$ cat config.mk
export PLATFORM = sky130hd
export DESIGN_NAME = sum_result_fifo
export DESIGN_NICKNAME = d
export VERILOG_FILES = /design/src/rtl/sum_fifo_pkg.sv /design/src/rtl/sum_fifo_ram.sv /design/src/rtl/sum_result_fifo.sv
export SDC_FILE = /design/constraint.sdc
export NUM_CORES = 1
export LEC_CHECK = 0
export CORE_ASPECT_RATIO = 0.6
export CORE_MARGIN = 3
export CORE_UTILIZATION = 50
export DETAILED_ROUTE_END_ITERATION = 8
export GPL_ROUTABILITY_DRIVEN = 0
export HOLD_SLACK_MARGIN = 0.1
export PLACE_DENSITY = 0.91
export SYNTH_ARGS = -nofsm -noshare
export SYNTH_HDL_FRONTEND = slang
export SYNTH_SLANG_ARGS = --single-unit
$ cat constraint.sdc
create_clock -name clk -period 2.8 [get_ports clk]
set_input_delay 0.56 -clock clk [delete_from_list [all_inputs] [get_ports clk]]
set_output_delay 0.56 -clock clk [all_outputs]
set_load 0.01 [all_outputs]
$ cat src/rtl/sum_fifo_pkg.sv
// Shared widths, default depth and helpers for the adder-result FIFO.
package sum_fifo_pkg;
  localparam int DATA_W    = 9;
  localparam int ACC_W     = 12;
  localparam int DEPTH_DEF = 4;
  localparam int PTR_W     = $clog2(DEPTH_DEF);

  typedef logic [PTR_W-1:0] ptr_t;

  // Entry layout keeps the carry in the MSB so it reads as a 9-bit sum.
  function automatic logic [DATA_W-1:0] pack_entry(input logic cout, input logic [7:0] sum);
    return {cout, sum};
  endfunction
endpackage

$ cat src/rtl/sum_fifo_ram.sv
// Result storage: one synchronous write port, one asynchronous read port, no reset.
module sum_fifo_ram
  import sum_fifo_pkg::*;
#(
  parameter int DEPTH = DEPTH_DEF,
  parameter int AW    = $clog2(DEPTH)
) (
  input  logic              clk,
  input  logic              we,
  input  logic [AW-1:0]     waddr,
  input  logic [DATA_W-1:0] wdata,
  input  logic [AW-1:0]     raddr,
  output logic [DATA_W-1:0] rdata
);
  logic [DATA_W-1:0] mem_q [DEPTH];

  always_ff @(posedge clk) begin
    if (we) mem_q[waddr] <= wdata;
  end

  assign rdata = mem_q[raddr];
endmodule

$ cat src/rtl/sum_result_fifo.sv
// Adder-result FIFO with sticky overflow flag and an optional running accumulator
// enabled by defining SUM_FIFO_ACCUM_EN (acc_out is tied to 0 otherwise).
module sum_result_fifo
  import sum_fifo_pkg::*;
#(
  parameter int DEPTH = DEPTH_DEF
) (
  input  logic                       clk,
  input  logic                       rst_n,
  input  logic                       ena,
  input  logic                       clr,
  input  logic                       in_valid,
  input  logic [7:0]                 in_sum,
  input  logic                       in_cout,
  output logic                       in_ready,
  output logic                       out_valid,
  output logic [DATA_W-1:0]          out_data,
  input  logic                       out_ready,
  output logic [$clog2(DEPTH):0]     count,
  output logic                       overflow,
  output logic [ACC_W-1:0]           acc_out
);
  localparam int PW = $clog2(DEPTH);
  localparam int CW = PW + 1;

  logic [PW-1:0] wr_ptr_q, wr_ptr_d;
  logic [PW-1:0] rd_ptr_q, rd_ptr_d;
  logic [CW-1:0] count_q, count_d;
  logic          ovf_q, ovf_d;
  logic          full, push, pop;
  logic [DATA_W-1:0] rd_data;

  // Handshake: a transfer happens on an edge where valid && ready are both high.
  // in_ready depends only on occupancy, ena and reset, never on out_ready, so a
  // full FIFO refuses a push even while the head is being popped that cycle.
  assign full      = (count_q == CW'(DEPTH));
  assign in_ready  = rst_n & ena & ~full;
  assign out_valid = ena & (count_q != '0);
  assign push      = in_valid & in_ready;
  assign pop       = out_valid & out_ready;

  always_comb begin
    wr_ptr_d = wr_ptr_q;
    rd_ptr_d = rd_ptr_q;
    count_d  = count_q;
    ovf_d    = ovf_q;
    if (clr) begin
      wr_ptr_d = '0;
      rd_ptr_d = '0;
      count_d  = '0;
      ovf_d    = 1'b0;
    end else begin
      if (push) wr_ptr_d = wr_ptr_q + 1'b1;
      if (pop)  rd_ptr_d = rd_ptr_q + 1'b1;
      case ({push, pop})
        2'b10:   count_d = count_q + 1'b1;
        2'b01:   count_d = count_q - 1'b1;
        default: count_d = count_q;
      endcase
      if (ena && in_valid && full) ovf_d = 1'b1;
    end
  end

  always_ff @(posedge clk or negedge rst_n) begin
    if (!rst_n) begin
      wr_ptr_q <= '0;
      rd_ptr_q <= '0;
      count_q  <= '0;
      ovf_q    <= 1'b0;
    end else begin
      wr_ptr_q <= wr_ptr_d;
      rd_ptr_q <= rd_ptr_d;
      count_q  <= count_d;
      ovf_q    <= ovf_d;
    end
  end

  sum_fifo_ram #(.DEPTH(DEPTH), .AW(PW)) u_ram (
    .clk   (clk),
    .we    (push & ~clr),
    .waddr (wr_ptr_q),
    .wdata (pack_entry(in_cout, in_sum)),
    .raddr (rd_ptr_q),
    .rdata (rd_data)
  );

  assign out_data = rd_data;
  assign count    = count_q;
  assign overflow = ovf_q;

`ifdef SUM_FIFO_ACCUM_EN
  logic [ACC_W-1:0] acc_q, acc_d;

  always_comb begin
    acc_d = acc_q;
    if (clr)       acc_d = '0;
    else if (push) acc_d = acc_q + ACC_W'(pack_entry(in_cout, in_sum));
  end

  always_ff @(posedge clk or negedge rst_n) begin
    if (!rst_n) acc_q <= '0;
    else        acc_q <= acc_d;
  end

  assign acc_out = acc_q;
`else
  assign acc_out = '0;
`endif
endmodule

==> results.cfg <==
[routing]
first_iter_violations = 47
drt-vias-per-instance = 5.32
wire_per_inst_um = 18.4
drt_drc_violations_left = 0
wirelength_um = 3610
drtPass1Iterations = 4
ant_nets = 0
dr_total_vias = 1042

[timing]
drv_slew = 0
max_freq_ghz = 0.398
setup_tns_ns = 0
fin_crit_ns = 2.52
relSlewSlack_pct = 65.7
setup_viol = 0
rsz0062_at_grt = no
worstMarginPinSlew_ns = 0.514
post-route-period-util_pct = 89.8
fin_skew_ns = 0.00566
hold_viol_final = 0

[final_layout]
n_antenna_cell = 0
fillers = 236
multi_input_area_sq_um = 599
fin_area_sq_um = 2360
final_layout_size_suffix_gt1_share_pct = 18.5
syn_to_final_growth_pct = 20.9
nets = 170
ff_latch_area_sq_um = 1280

[synth]
yosysMostFrequentCell = edfxtp_1
synth_top_area_share_pct = 55.5
synth_compound_area_share_pct = 4.62
synthXorXnorAreaFrac_pct = 1.35
synth-main-ff-cell = edfxtp_1
yosysSeqAreaShare_pct = 65.7
synth_warnings = 0
synth_cell_types = 33
yosys_register_bits = 44
ys_async_sr_fraction_pct = 18.2
synth-edff-count = 36
syn_area_per_cell_sq_um = 17.1
synthMuxAreaShare_pct = 10.9
yosys-top-cells-area = edfxtp_1, mux4_2, dfrtp_1
yosys.area_share.adder_pct = 3.59
yosys.area_share.simple_pct = 7.96
synth_top_family_by_area = multiplexers
synth_common_cells = edfxtp_1, buf_4, mux4_2, dfrtp_1, nor2_1
postSynthCellCount = 114
syn_area_sq_um = 1950
synth_top_area_cell = edfxtp_1

[place]
io_buffer_count = 29
placed_area_sq_um = 2260
dp_hpwl_um = 2720

[die]
die_w_um = 86.6
dieArea_sq_um = 4710
ios = 42
initial_core_util_pct = 56.0
die_height_um = 54.4
fp-row-count = 16
core_sq_um = 3480

[clock_network]
clk_pin_slew_worst_paths_ns = 0.08
htree_levels = 2
cts_tree = done
cts.path.max_buffers = 2
cts_resized = 0
clk_latency_ns = 0.29
post_cts_buffers = 0
holdBufCountCts = 0
cts_buffers = 5
cts_sinks = 44
root_buffer = clkbuf_8

[global_routing]
antenna_found_initial = 0
grt.overflow.total = 0
grt_max_degree = 14
grt_pass1_vias = 1058
grt_pass1_wl_um = 5610
track_usage_pct = 17.3

[pwr]
power.density_nw_per_um2 = 525
ir_worst_vdd_v = 0.000461
leakage_nw = 0.827

[worst_setup_path]
endpoint_kind = output port
slowest_delay_ns = 0.53
cpMaxStageDelayCell = mux4_2
cp_max_fo = 9
worst_ep_required_time_ns = 2.24
cp.arrival_ns = 1.96
rr_startpoint = count[2]$_DFFE_PN0P_
path_class = register to output port
path_cells = buf_4 > mux4_2 > clkdlybuf4s50_1
rrSetupSlack_ns = 0.57
reg2reg_depth = 6
start_kind = register
worstReg2RegEnd = count[2]$_DFFE_PN0P_

[hold_path]
hold_class = input pin to asynchronous set/reset pin

[run]
cap_violations = 0

[outcome]
outcome = complete, no violations
[layout make-up]
cell class	instances	share of cell area, %
Clock buffer	6	3.50
Clock inverter	2	0.425
Inverter	2	0.318
Multi-Input combinational cell	64	25.4
Sequential cell	44	54.4
Tap cell	45	2.39
Timing Repair Buffer	33	13.6
[kinds of logic (layout without fill, tap and decap cells)]
logic type | count (synthesis) | in the layout
DFF | 44 | 44
and+or+nand+nor | 24 | 24
buffers and inverters | 17 | 43
AOI/OAI and AO/OA | 10 | 10
muxes | 10 | 10
adders and majority gates | 5 | 5
xor gates and xnor gates | 3 | 3
other | 1 | 12
[worst max-delay path, delay by kind of cell (launching register included)]
family / cells / cell delay (ns)
buf+inv: 2 / 0.75
mux: 1 / 0.53
flops: 1 / 0.39
[layout by cell type, fill, tap and decap left out, types with 2 or more instances in the layout]
cell	n
ha_1	4
conb_1	12
clkbuf_8	6
and2_1	4
mux4_2	9
clkdlybuf4s50_1	29
clkinv_2	2
edfxtp_1	36
nor2_1	6
inv_1	2
dfrtp_1	8
nand2_1	3
o21ai_0	3
nor3_1	3
buf_4	4
xnor2_1	2
[per-layer routing]
layer / vias up / global-route usage, % / wire length (um)
met1: 522 / 23.2 / 1640
met2: 37 / 27.4 / 1700
li1: 479 / - / -
met3: 4 / 5.11 / 231
met4: 0 / 6.22 / 35
met5: - / 0 / 0
[where the power goes]
group	total [mW]	internal [mW]	leakage (nW)	switching [mW]
Clock	0.391	0.197	0.0510	0.195
Sequential	0.727	0.716	0.435	0.0113
Combinational	0.120	0.0640	0.342	0.0558
[worst max-delay path by stage]
| stage | start | to | slack, ns | depth (start not counted) |
|---|---|---|---|---|
| 2_1_floorplan | count[0]$_DFFE_PN0P_ | count[2]$_DFFE_PN0P_ | 0.74 | 6 |
| 3_3_place_gp | rst_n | count[2]$_DFFE_PN0P_ | 0.25 | 7 |
| 3_5_place_dp | rst_n | count[2]$_DFFE_PN0P_ | 0.15 | 7 |
| 4_1_cts | rd_ptr_q[0]$_DFFE_PN0P_ | out_data[1] | 0.25 | 3 |
| 5_1_grt | rd_ptr_q[0]$_DFFE_PN0P_ | out_data[1] | 0.19 | 3 |
| 6_report | rd_ptr_q[0]$_DFFE_PN0P_ | out_data[5] | 0.28 | 3 |
[stage by stage]
stage / utilization [%] / power, mW / setup WS (ns) / std cells / hold slack, ns
2_1_floorplan: - / 0.808 / 0.735 / 125 / 0.264
3_3_place_gp: 65.0 / 0.855 / 0.249 / 188 / 0.504
3_5_place_dp: 65.0 / 0.862 / 0.150 / 188 / 0.514
4_1_cts: 67.7 / 1.25 / 0.254 / 196 / 0.486
5_1_grt: 67.7 / 1.29 / 0.189 / 196 / 0.495
6_report: 67.7 / 1.24 / 0.285 / 196 / 0.493
[registers in the layout, summed over array words and instances, names as in the netlist]
| name | count |
|---|---|
| count | 3 |
| u_ram.mem_q | 36 |
| overflow | 1 |
| rd_ptr_q | 2 |
| wr_ptr_q | 2 |
No activity file was read; power rests on OpenSTA's default activity.
